### src/rtl/ebus_dev_port.sv
// EBUS device port: answers CONO/CONI/DATAO/DATAI for one controller select
// and serves priority interrupts on a CONO-programmed PI level.
module ebus_dev_port #(
    parameter logic [0:6]  DEV_CS    = 7'o060,
    parameter logic [0:17] PI_VECTOR = 18'o000040
) (
    input  logic        clk,
    input  logic        reset,
    input  logic [0:6]  ebusCS,
    input  logic [0:2]  ebusFunc,
    input  logic        ebusDemand,
    input  logic [0:35] ebusData,
    input  logic        ebusReset,
    output logic [0:36] drv,
    output logic        ebusAck,
    output logic        ebusXfer,
    output logic [0:7]  ebusPI,
    input  logic [0:35] devConiWord,
    input  logic [0:35] devDataiWord,
    input  logic        devIntReq,
    output logic [0:35] devConoWord,
    output logic        devConoStb,
    output logic [0:35] devDataoWord,
    output logic        devDataoStb,
    output logic        devDataiStb,
    output logic        devIntAck
);

    localparam logic [0:2] FN_CONO    = 3'b000;
    localparam logic [0:2] FN_CONI    = 3'b001;
    localparam logic [0:2] FN_DATAO   = 3'b010;
    localparam logic [0:2] FN_DATAI   = 3'b011;
    localparam logic [0:2] FN_PISERV  = 3'b100;
    localparam logic [0:2] FN_PIADDR  = 3'b101;

    typedef enum logic [1:0] {
        ST_IDLE     = 2'd0,
        ST_XFER     = 2'd1,
        ST_WAITDROP = 2'd2
    } state_t;

    state_t      state_q;
    state_t      state_d;
    logic [0:2]  pi_level_q;
    logic [0:2]  pi_level_d;
    logic        rst_any;
    logic        sel_go;
    logic        pi_go;
    logic [0:36] drv_d;
    logic        ack_d;
    logic [0:35] cono_word_d;
    logic [0:35] datao_word_d;
    logic        cono_stb_d;
    logic        datao_stb_d;
    logic        datai_stb_d;
    logic        int_ack_d;

    assign rst_any = reset | ebusReset;

    // Functions 110/111 fall out of sel_go because only codes 0xx are I/O transfers.
    assign sel_go = (state_q == ST_IDLE) && ebusDemand && (ebusCS == DEV_CS)
                    && (ebusFunc[0] == 1'b0);

    // PI cycles decode only the level field; the controller-number bits are ignored.
    assign pi_go = (state_q == ST_IDLE) && ebusDemand && devIntReq
                   && ((ebusFunc == FN_PISERV) || (ebusFunc == FN_PIADDR))
                   && (pi_level_q != 3'd0) && (ebusCS[4:6] == pi_level_q);

    always_ff @(posedge clk) begin
        if (rst_any) begin
            state_q      <= ST_IDLE;
            pi_level_q   <= '0;
            drv          <= '0;
            ebusAck      <= 1'b0;
            ebusXfer     <= 1'b0;
            devConoWord  <= '0;
            devDataoWord <= '0;
            devConoStb   <= 1'b0;
            devDataoStb  <= 1'b0;
            devDataiStb  <= 1'b0;
            devIntAck    <= 1'b0;
        end else begin
            state_q      <= state_d;
            pi_level_q   <= pi_level_d;
            drv          <= drv_d;
            ebusAck      <= ack_d;
            ebusXfer     <= ack_d;
            devConoWord  <= cono_word_d;
            devDataoWord <= datao_word_d;
            devConoStb   <= cono_stb_d;
            devDataoStb  <= datao_stb_d;
            devDataiStb  <= datai_stb_d;
            devIntAck    <= int_ack_d;
        end
    end

    always_comb begin
        state_d = state_q;
        case (state_q)
            ST_IDLE:     if (sel_go || pi_go) state_d = ST_XFER;
            ST_XFER:     if (!ebusDemand) state_d = ST_WAITDROP;
            ST_WAITDROP: state_d = ST_IDLE;
            default:     state_d = ST_IDLE;
        endcase
    end

    // drv_d is only ever non-zero together with the driving bit, keeping the bus wired-OR safe.
    always_comb begin
        drv_d        = '0;
        ack_d        = 1'b0;
        cono_word_d  = devConoWord;
        datao_word_d = devDataoWord;
        pi_level_d   = pi_level_q;
        cono_stb_d   = 1'b0;
        datao_stb_d  = 1'b0;
        datai_stb_d  = 1'b0;
        int_ack_d    = 1'b0;
        case (state_q)
            ST_IDLE: begin
                if (sel_go) begin
                    ack_d = 1'b1;
                    case (ebusFunc)
                        FN_CONO: begin
                            cono_word_d = ebusData;
                            pi_level_d  = ebusData[33:35];
                            cono_stb_d  = 1'b1;
                        end
                        FN_CONI: drv_d = {devConiWord, 1'b1};
                        FN_DATAO: begin
                            datao_word_d = ebusData;
                            datao_stb_d  = 1'b1;
                        end
                        FN_DATAI: begin
                            drv_d       = {devDataiWord, 1'b1};
                            datai_stb_d = 1'b1;
                        end
                        default: ;
                    endcase
                end else if (pi_go) begin
                    ack_d = 1'b1;
                    if (ebusFunc == FN_PIADDR) begin
                        drv_d = {18'b0, PI_VECTOR, 1'b1};
                    end else begin
                        int_ack_d = 1'b1;
                    end
                end
            end
            ST_XFER: begin
                if (ebusDemand) begin
                    ack_d = 1'b1;
                    drv_d = drv;
                end
            end
            default: ;
        endcase
    end

    always_comb begin
        ebusPI = '0;
        if (devIntReq && (pi_level_q != 3'd0)) begin
            ebusPI[pi_level_q] = 1'b1;
        end
    end

endmodule

### config.mk
export PLATFORM = sky130hd
export DESIGN_NAME = ebus_dev_port
export DESIGN_NICKNAME = d
export VERILOG_FILES = /design/src/rtl/ebus_dev_port.sv
export SDC_FILE = /design/constraint.sdc
export NUM_CORES = 1
export LEC_CHECK = 0
export BUFFER_PORTS_ARGS = -buffer_cell sky130_fd_sc_hd__buf_4
export CAP_MARGIN = 15
export CORE_ASPECT_RATIO = 0.8
export CORE_MARGIN = 1
export CORE_UTILIZATION = 48
export DETAILED_ROUTE_END_ITERATION = 10
export GPL_TIMING_DRIVEN = 0
export PLACE_DENSITY = 0.86
export SYNTH_ARGS = -nofsm -noshare
export SYNTH_HDL_FRONTEND = slang
export SYNTH_SLANG_ARGS = --single-unit
### constraint.sdc
create_clock -name clk -period 3.4 [get_ports clk]
set_input_delay 0.51 -clock clk [delete_from_list [all_inputs] [get_ports clk]]
set_output_delay 0.51 -clock clk [all_outputs]
set_load 0.05 [all_outputs]
After elaboration in Yosys (flattened, before gate mapping)
Cells that the tools add are included.
{"block": "totals", "regBits": 119, "wordCells": 67, "output_inout_bits": 123, "input_bits": 123}
{"block": "op_classes", "n_reduce_logical": 19, "mux": 20, "n_eq_ne": 10, "bitwise": 6, "order_cmp": 2}
{"operator": "one-hot mux 37 bit (2 select lines)", "n": 2}
{"operator": "two-way mux 37 bit", "n": 2}
{"operator": "two-way mux 7 bit", "n": 2}
{"operator": "logical AND 1 bit", "n": 9}
{"operator": "two-way mux 1 bit", "n": 8}
{"operator": "two-way mux 8 bit", "n": 1}
{"operator": "== test 7 x 6 -> 1 bit (second input constant)", "n": 1}
{"operator": "== test 3 x 2 -> 1 bit (second input constant)", "n": 2}
{"operator": "== test 3 bit (second input constant)", "n": 2}
{"operator": "AND reduction 3 bit", "n": 2}
{"operator": "greater-or-equal comparator 4 bit (second input constant)", "n": 1}
{"operator": "< comparator 4 x 1 -> 1 bit (second input constant)", "n": 1}
{"operator": "two-way mux 2 bit", "n": 2}
{"operator": "NOT 1 bit", "n": 4}
{"operator": "NOT 3 -> 4 bit", "n": 1}
{"operator": "one-hot mux 2 bit (2 select lines)", "n": 1}
{"operator": "OR reduction 4 bit", "n": 1}
{"operator": "demux 1 bit (select 3 bit)", "n": 1}
{"operator": "== test 3 x 1 -> 1 bit (second input constant)", "n": 1}
{"operator": "== test 3 bit", "n": 1}
{"operator": "logical NOT 3 bit", "n": 1}
{"operator": "nonzero test 3 bit", "n": 1}
{"operator": "OR reduction 3 bit", "n": 1}
{"operator": "== test 2 x 1 -> 1 bit (second input constant)", "n": 1}
{"operator": "7 further kinds", "n": 8}

Logic depth before layout (Yosys ltp)
Gate-level depths: netlist of the first run.
{"block": "depth", "ltp_word": 9, "ltp_mapped": 7, "depth_no_buf": 4}

Worst setup path before layout of the first run
OpenSTA, ideal clock, no wires.
{"block": "synth_path", "path_type": "reg-to-output", "from": "register devConoWord[33] (netlist name)", "to": "output port ebusPI[4] in the netlist's numbering", "required_time_ns": 2.890, "stages_incl_launch_ff": 3, "n_path_buf": 0, "setup_slack_ns": 0.958, "t_arrival_ns": 1.932, "cell_sequence": "dfxtp_1 -> nand2_1 -> nor3_1"}
{"item": "end: declaration", "line": "17", "source": "output logic [0:7] ebusPI,"}

Worst setup path in the final report of the first run
{"block": "layout_path", "from": "register state_q[1]", "to": "register drv[26] in the netlist's numbering"}
{"block": "layout_between", "elab_chain_cells": 6, "word_cells_on_any_way": 8, "classes_between": "eq/ne (2); mux (2); reduce/logical (4)"}
{"item": "start: declaration", "line": "42", "source": "state_t state_q;"}
{"item": "start signal: assignment", "line": "83", "source": "state_q <= state_d;"}
{"item": "logical NOT 2 bit", "line": "61, 65, 118"}
{"item": "logical AND 1 bit", "line": "61, 65"}
{"item": "logical AND 1 bit", "line": "61", "source": "assign sel_go = (state_q == ST_IDLE) && ebusDemand && (ebusCS == DEV_CS)"}
{"item": "logical AND 1 bit", "line": "62", "source": "&& (ebusFunc[0] == 1'b0);"}
{"item": "two-way mux 37 bit", "line": "120", "source": "if (sel_go) begin"}
{"item": "one-hot mux 37 bit (2 select lines)", "line": "118", "source": "case (state_q)"}
{"item": "end signal: assignment", "line": "85", "source": "drv <= drv_d;"}
{"item": "end: declaration", "line": "14", "source": "output logic [0:36] drv,"}
Parallel ways exist; a longest one is shown, timed or not.
A chain may end at the register's enable or synchronous reset.

==> metrics.md, run 1 <==
| Metric | Value |
|---|---|
| Drt pass-1 iters | `4` |
| Initial detailed-routing violation count | `158` |
| Initial antenna violation count | `0` |
| Inst Count DP | `848` |
| Distinct cell type count after synthesis | `35` |
| Maximum clock frequency | `458 MHz` |
| Worst setup EP type | `register` |
| WP data arrival | `2490 ps` |
| Initial Util | `49.2%` |
| DIE HEIGHT | `88.1 µm` |
| IR drop worst, VDD | `370 µV` |
| Buffers added on ports | `244` |
| Final Hold Viols | `0` |
| Fill cells | `647` |
| Max Cap Violations | `0` |
| Power Density | `466 mW/mm²` |
| WS Path Type | `reg2reg` |
| Routed WL per cell | `15.3 µm` |
| Status | `completed` |
| Synth-to-Final Area Change | `57.2%` |
| Ports | `246` |
| Die width | `110 µm` |
| GRT overflow | `0` |
| Leakage | `3.36 nW` |
| Final setup violation count | `0` |
| Worst slew margin | `54.0%` |
| DRT Wirelength | `13500 µm` |
| DRC | `0` |
| CP required | `3710 ps` |
| CTS H-tree depth | `4` |
| Post-synth net total | `612` |
| Via density | `5.11` |
| Worst Tran Pin Value | `690 ps` |
| DRT antenna net count | `0` |
| First-pass GRT wire length | `20300 µm` |
| Resize count post-CTS | `0` |
| Setup slack at placement | `918 ps` |
| Pwr Total | `0.00326 W` |
| Bufs on Longest Clock Path | `2` |
| Final period util | `64.2%` |
| Num rows | `31` |
| Worst-path clk slew | `50 ps` |
| Clk Latency, worst-skew pair | `400 ps` |
| Register area share after synthesis | `52.3%` |
| FF+latch count, synth | `116` |
| Vias in the first global route | `4290` |
| Mapped Area | `0.00444 mm²` |
| Hold WS | `320 ps` |
| CP startpoint kind | `register` |
| Antenna cells | `0` |
| Yosys warnings | `0` |
| CORE AREA | `0.00904 mm²` |
| Clk root buf | `clkbuf_16` |
| Hold Crit Class | `in2reg` |
| Fraction of registers with async set or reset after synthesis | `0%` |
| Setup TNS | `0 ps` |
| CTS Sinks | `116` |
| Post-CTS Hold Fix Bufs | `0` |
| Clock skew | `10.6 ps` |
| Syn avg cell area | `9.09 µm²` |
| Largest net degree at the start of global routing | `17` |
| Crit-path max FO | `10` |
| Minimum clock period | `2180 ps` |
| Die ar. | `0.00965 mm²` |
| Cts bufs inserted | `17` |
| Final Slew Violations | `0` |
| Layout cells sized above 1 | `38.0%` |
| RSZ-0062 raised after global routing | `false` |
| Worst reg-to-reg setup slack | `1220 ps` |
| Post-DP HPWL | `10200 µm` |
| DR vias | `4500` |
| GPL Wtd Cong | `0.823` |
| CTS tree | `done` |
| Layout Nets | `875` |
| Post-CTS Setup Bufs | `0` |
| Mapped Cells | `489` |
| All-Layer GR Usage | `27.8%` |
| Non-Filler Instances | `880` |
| Top_reg_cell synth | `dfxtp_1` |
| Final worst-path setup slack | `1220 ps` |
| Post-synth EDFFs | `0` |
## registers in the layout (all words and copies together) (netlist names)
name          count
drv              37
devConoWord      36
devDataoWord     36
state_q           2
devConoStb        1
devDataiStb       1
devDataoStb       1
devIntAck         1
ebusXfer          1
## logic make-up (layout without fill, tap and decap cells)
family | Yosys count | in the layout | share of synthesized area (%)
multiplexers | 72 | 72 | 16.2
buffers and inverters | 35 | 311 | 4.00
AND/OR/NAND/NOR | 185 | 185 | 18.0
XOR/XNOR | 2 | 2 | 0.394
AO/OA/AOI/OAI | 78 | 78 | 9.09
flip-flops | 116 | 116 | 52.3
other | 1 | 1 | 0.0844
## layout make-up
class                      count  area (µm²)  share of cell area, %
buffer                        33         170                   2.44
clock buffer                  19         433                   6.20
clock inverter                13         135                   1.93
inverter                       2        7.51                  0.107
multi-input combinational    338        1940                   27.8
sequential                   116        2320                   33.2
tap                          115         144                   2.06
timing repair buffer         244        1830                   26.2
## layout by cell type, fill, tap and decap left out, types with 3 or more instances in the layout
master,instances
buf_6,4
clkbuf_16,17
nand2_1,112
nor4_1,3
clkbuf_1,20
nor2_1,45
buf_4,246
clkinv_2,5
a31oi_1,3
dfxtp_1,116
o21ai_0,36
nand2b_1,3
clkinv_4,3
a21oi_1,36
or3_1,3
or4_1,3
mux2i_1,72
buf_2,7
## report_power, final
group / total (W) / internal, W / leakage (nW) / switching (W)
Sequential: 0.00136 / 0.00136 / 0.934 / 0.000000130
Clock: 0.00170 / 0.00108 / 0.277 / 0.000623
Combinational: 0.000200 / 0.000119 / 2.15 / 0.0000807
## synthesized netlist by cell type, types with 2 or more instances
| cell type | instances | share of area, % |
|---|---|---|
| a21oi_1 | 36 | 4.1 |
| a31oi_1 | 3 | 0.42 |
| buf_1 | 2 | 0.17 |
| buf_2 | 7 | 0.79 |
| buf_4 | 2 | 0.34 |
| buf_6 | 4 | 1.0 |
| clkbuf_1 | 18 | 1.5 |
| dfxtp_1 | 116 | 52 |
| inv_1 | 2 | 0.17 |
| mux2i_1 | 72 | 16 |
| nand2_1 | 112 | 9.5 |
| nand2b_1 | 3 | 0.42 |
| nand3_1 | 2 | 0.23 |
| nor2_1 | 45 | 3.8 |
| nor3_1 | 2 | 0.23 |
| nor4_1 | 3 | 0.42 |
| o21ai_0 | 36 | 4.1 |
| or2_2 | 2 | 0.28 |
| or3_1 | 3 | 0.42 |
| or4_1 | 3 | 0.51 |
| xor2_1 | 2 | 0.39 |
## critical path: stages (launching register included)
cell and delay (ps):
dfxtp_1 370, or3b_1 400, buf_2 170, nor4_1 340
nand3_1 320, clkbuf_1 280, o21ai_0 230
## routing by layer
layer	routed length (µm)	track usage, %	vias up
li1	-	-	2172
met5	0	0	-
met4	499	15.3	0
met2	6920	49.0	205
met1	5020	29.5	2080
met3	1030	9.15	43
## through the flow
| step | area [µm²] | util (%) |
|---|---|---|
| detailed placement | 6420 | 71.0 |
| finish | 6990 | 77.3 |
| CTS | 6990 | 77.3 |
| global placement | 6420 | 71.0 |
| global route | 6990 | 77.3 |
| floorplan | 4440 | - |
## final timing paths
path | start | cells after the start | end
setup / recovery | state_q[1] | 6 | drv[26]
hold / removal | ebusDemand | 2 | state_q[1]
setup reg to reg | state_q[1] | 6 | drv[26]
hold reg to reg | devConoWord[9] | 2 | devConoWord[9]
No activity file was read; power rests on OpenSTA's default activity.
==> run 2: changes to the inputs <==
Settings changed: CORE_UTILIZATION 48 to 44, PLACE_DENSITY 0.86 to 0.79.
Clock period 3.4 ns to 2.07 ns, I/O delays scaled along.
==> metrics.md, run 2 (synthesized netlist as in run 1, its figures left out) <==
| Metric | Value |
|---|---|
| Worst-path clk slew | `50 ps (about the same)` |
| Clk Latency, worst-skew pair | `410 ps (about the same)` |
| Met1 WL | `5620 µm (+12%)` |
| DRT Wirelength | `13700 µm (+1.5%)` |
| Ports | `246 (unchanged)` |
| Hold Crit Class | `in2reg` |
| Commonest non-fill, non-tap cells in the layout | `buf_4, dfxtp_1, nand2_1` |
| Crit-path max FO | `10 (unchanged)` |
| IR drop worst, VDD | `603 µV (+63%)` |
| Synth-to-Final Area Change | `62.0%` |
| Final period util | `98.2% (+34 points)` |
| Register area | `0.00233 mm² (+0.22%)` |
| Power Density | `783 mW/mm² (+68%)` |
| Max reg flops | `37 (unchanged)` |
| CP required | `2350 ps (-1360 ps)` |
| GRT overflow | `0 (unchanged)` |
| Status | `completed` |
| Placed cell area | `0.00645 mm² (+0.49%)` |
| Bufs on Longest Clock Path | `2 (unchanged)` |
| Clock skew | `12.2 ps (+1.64 ps)` |
| CTS H-tree depth | `4 (unchanged)` |
| Drt pass-1 iters | `4 (unchanged)` |
| Initial Util | `45.7% (-3.5 points)` |
| Non-Filler Instances | `906 (+3.0%)` |
| Commonest non-fill, non-tap cell in the layout | `buf_4` |
| Largest Register | `drv` |
| Post-DP HPWL | `10300 µm (+1.2%)` |
| DIE HEIGHT | `91.9 µm (+4.3%)` |
| GPL Wtd Cong | `0.804 (-2.4%)` |
| CTS Sinks | `116 (unchanged)` |
| Cts bufs inserted | `17 (unchanged)` |
| Layout Nets | `880 (+0.57%)` |
| RR Startpoint | `state_q[1]` |
| Largest net degree at the start of global routing | `17 (unchanged)` |
| Worst reg-to-reg setup slack | `40 ps (-1180 ps)` |
| Maximum clock frequency | `492 MHz (+7.3%)` |
| Worst setup EP type | `register` |
| Die ar. | `0.0105 mm² (+8.9%)` |
| Vias in the first global route | `4488 (+4.6%)` |
| All-Layer GR Usage | `26.3% (-1.5 points)` |
| Top Metal Used | `met4` |
| WS Path Type | `reg2reg` |
| Buffers added on ports | `244 (unchanged)` |
| R2r endpoint | `devDataoWord[9]` |
| First-pass GRT wire length | `21300 µm (+4.8%)` |
| CORE AREA | `0.00973 mm² (+7.7%)` |
| Worst Tran Pin Value | `674 ps (-15.6 ps)` |
| CTS tree | `done` |
| FF-to-FF path depth | `6 (unchanged)` |
| Footprint of the multi-input gates | `0.00199 mm² (+2.1%)` |
| Minimum clock period | `2030 ps (-148 ps)` |
| Pwr Total | `0.00564 W (+73%)` |
| DRC | `0 (unchanged)` |
| RSZ-0062 raised after global routing | `true` |
| Final Slew Violations | `0 (unchanged)` |
| Routed WL per cell | `15.1 µm (-1.4%)` |
| Fin area | `0.00720 mm² (+3.0%)` |
| DRT antenna net count | `0 (unchanged)` |
| Hold path startpoint | `ebusDemand` |
| Fill cells | `755 (+17%)` |
| Final Hold Viols | `0 (unchanged)` |
| Max Cap Violations | `0 (unchanged)` |
| Final setup violation count | `0 (unchanged)` |
| Initial antenna violation count | `0 (unchanged)` |
| Num rows | `32 (+3.2%)` |
| WP data arrival | `2310 ps (-180 ps)` |
| CP startpoint kind | `register` |
| Die width | `114 µm (+4.4%)` |
| Initial detailed-routing violation count | `178 (+13%)` |
| Met3 WL | `839 µm (-18%)` |
| Worst hold endpoint | `state_q[1]` |
| Clk root buf | `clkbuf_16` |
| DR vias | `4414 (-1.9%)` |
| WHS Path Cells | `2 (unchanged)` |
| Final core occ | `74.0% (-3.3 points)` |
| Layout cells sized above 1 | `40.0% (+2.0 points)` |
| Leakage | `3.42 nW (+1.8%)` |
| Via density | `4.87 (-4.7%)` |
| Top Registers | `drv: 37 flops, devConoWord: 36 flops, devDataoWord: 36 flops` |
| Met2 wire len | `6930 µm (+0.12%)` |
| Worst slew margin | `55.1% (+1.0 points)` |
| Antenna cells | `0 (unchanged)` |
| Inst Count DP | `869 (+2.5%)` |
==> run 2: area by class of cell <==
| class | instances | area share (%) |
|---|---|---|
| Inverter | 2 | 0.104 |
| Clock buffer | 19 | 6.15 |
| Tap cell | 136 | 2.36 |
| Multi-Input combinational cell | 338 | 27.6 |
| Timing Repair Buffer | 251 | 26.4 |
| Sequential cell | 116 | 32.3 |
| Clock inverter | 13 | 2.54 |
| Buffer | 31 | 2.54 |
==> run 2: what timing repair did <==
item | 4_1_cts | 5_1_grt
endpoints found under the setup margin | 37 | 67
cloned | 0 | 1
pin swaps | 1 | 1
setup buffers | 2 | 4
resized for setup | 2 | 17
hold buffers | 0 | 0
==> run 2: per-layer routing <==
layer	vias up	GRT usage, %
li1	2187	-
met5	-	0
met4	0	11.7
met2	168	47.2
met3	25	8.33
met1	2034	28.2
==> run 2: power by group <==
group          internal [W]  leakage (nW)  switching, W
combinational      0.000198          2.19      0.000132
clock               0.00204         0.295       0.00103
sequential          0.00223         0.935   0.000000217
total               0.00447          3.42       0.00116
==> run 2: worst max-delay path by stage <==
stage / end / slack [ps] / depth (start not counted) / startpoint
after CTS: devDataoWord[12] / 8 / 7 / state_q[1]
final: devDataoWord[9] / 40 / 6 / state_q[1]
after floorplan: devDataoWord[10] / 150 / 7 / state_q[1]
after global routing: devDataoWord[10] / -30 / 6 / state_q[1]
after global placement: drv[19] / -150 / 6 / ebusCS[4]
after detailed placement: drv[18] / -280 / 6 / ebusCS[4]
==> run 2: critical path, stage by stage (launching register included) <==
cell	delay, ps
dfxtp_4	340
or3b_4	390
buf_6	140
or4b_4	610
buf_8	210
mux2i_1	180
nor2_1	50
==> run 2: metrics by stage <==
stage	hold WS [ps]	worst slack (ps)	TNS, ps
2_1_floorplan	387	145	0
3_3_place_gp	436	-155	-9940
3_5_place_dp	443	-285	-11750
4_1_cts	85.9	7.80	0
5_1_grt	103	-28.7	-68.8
6_report	108	36.9	0
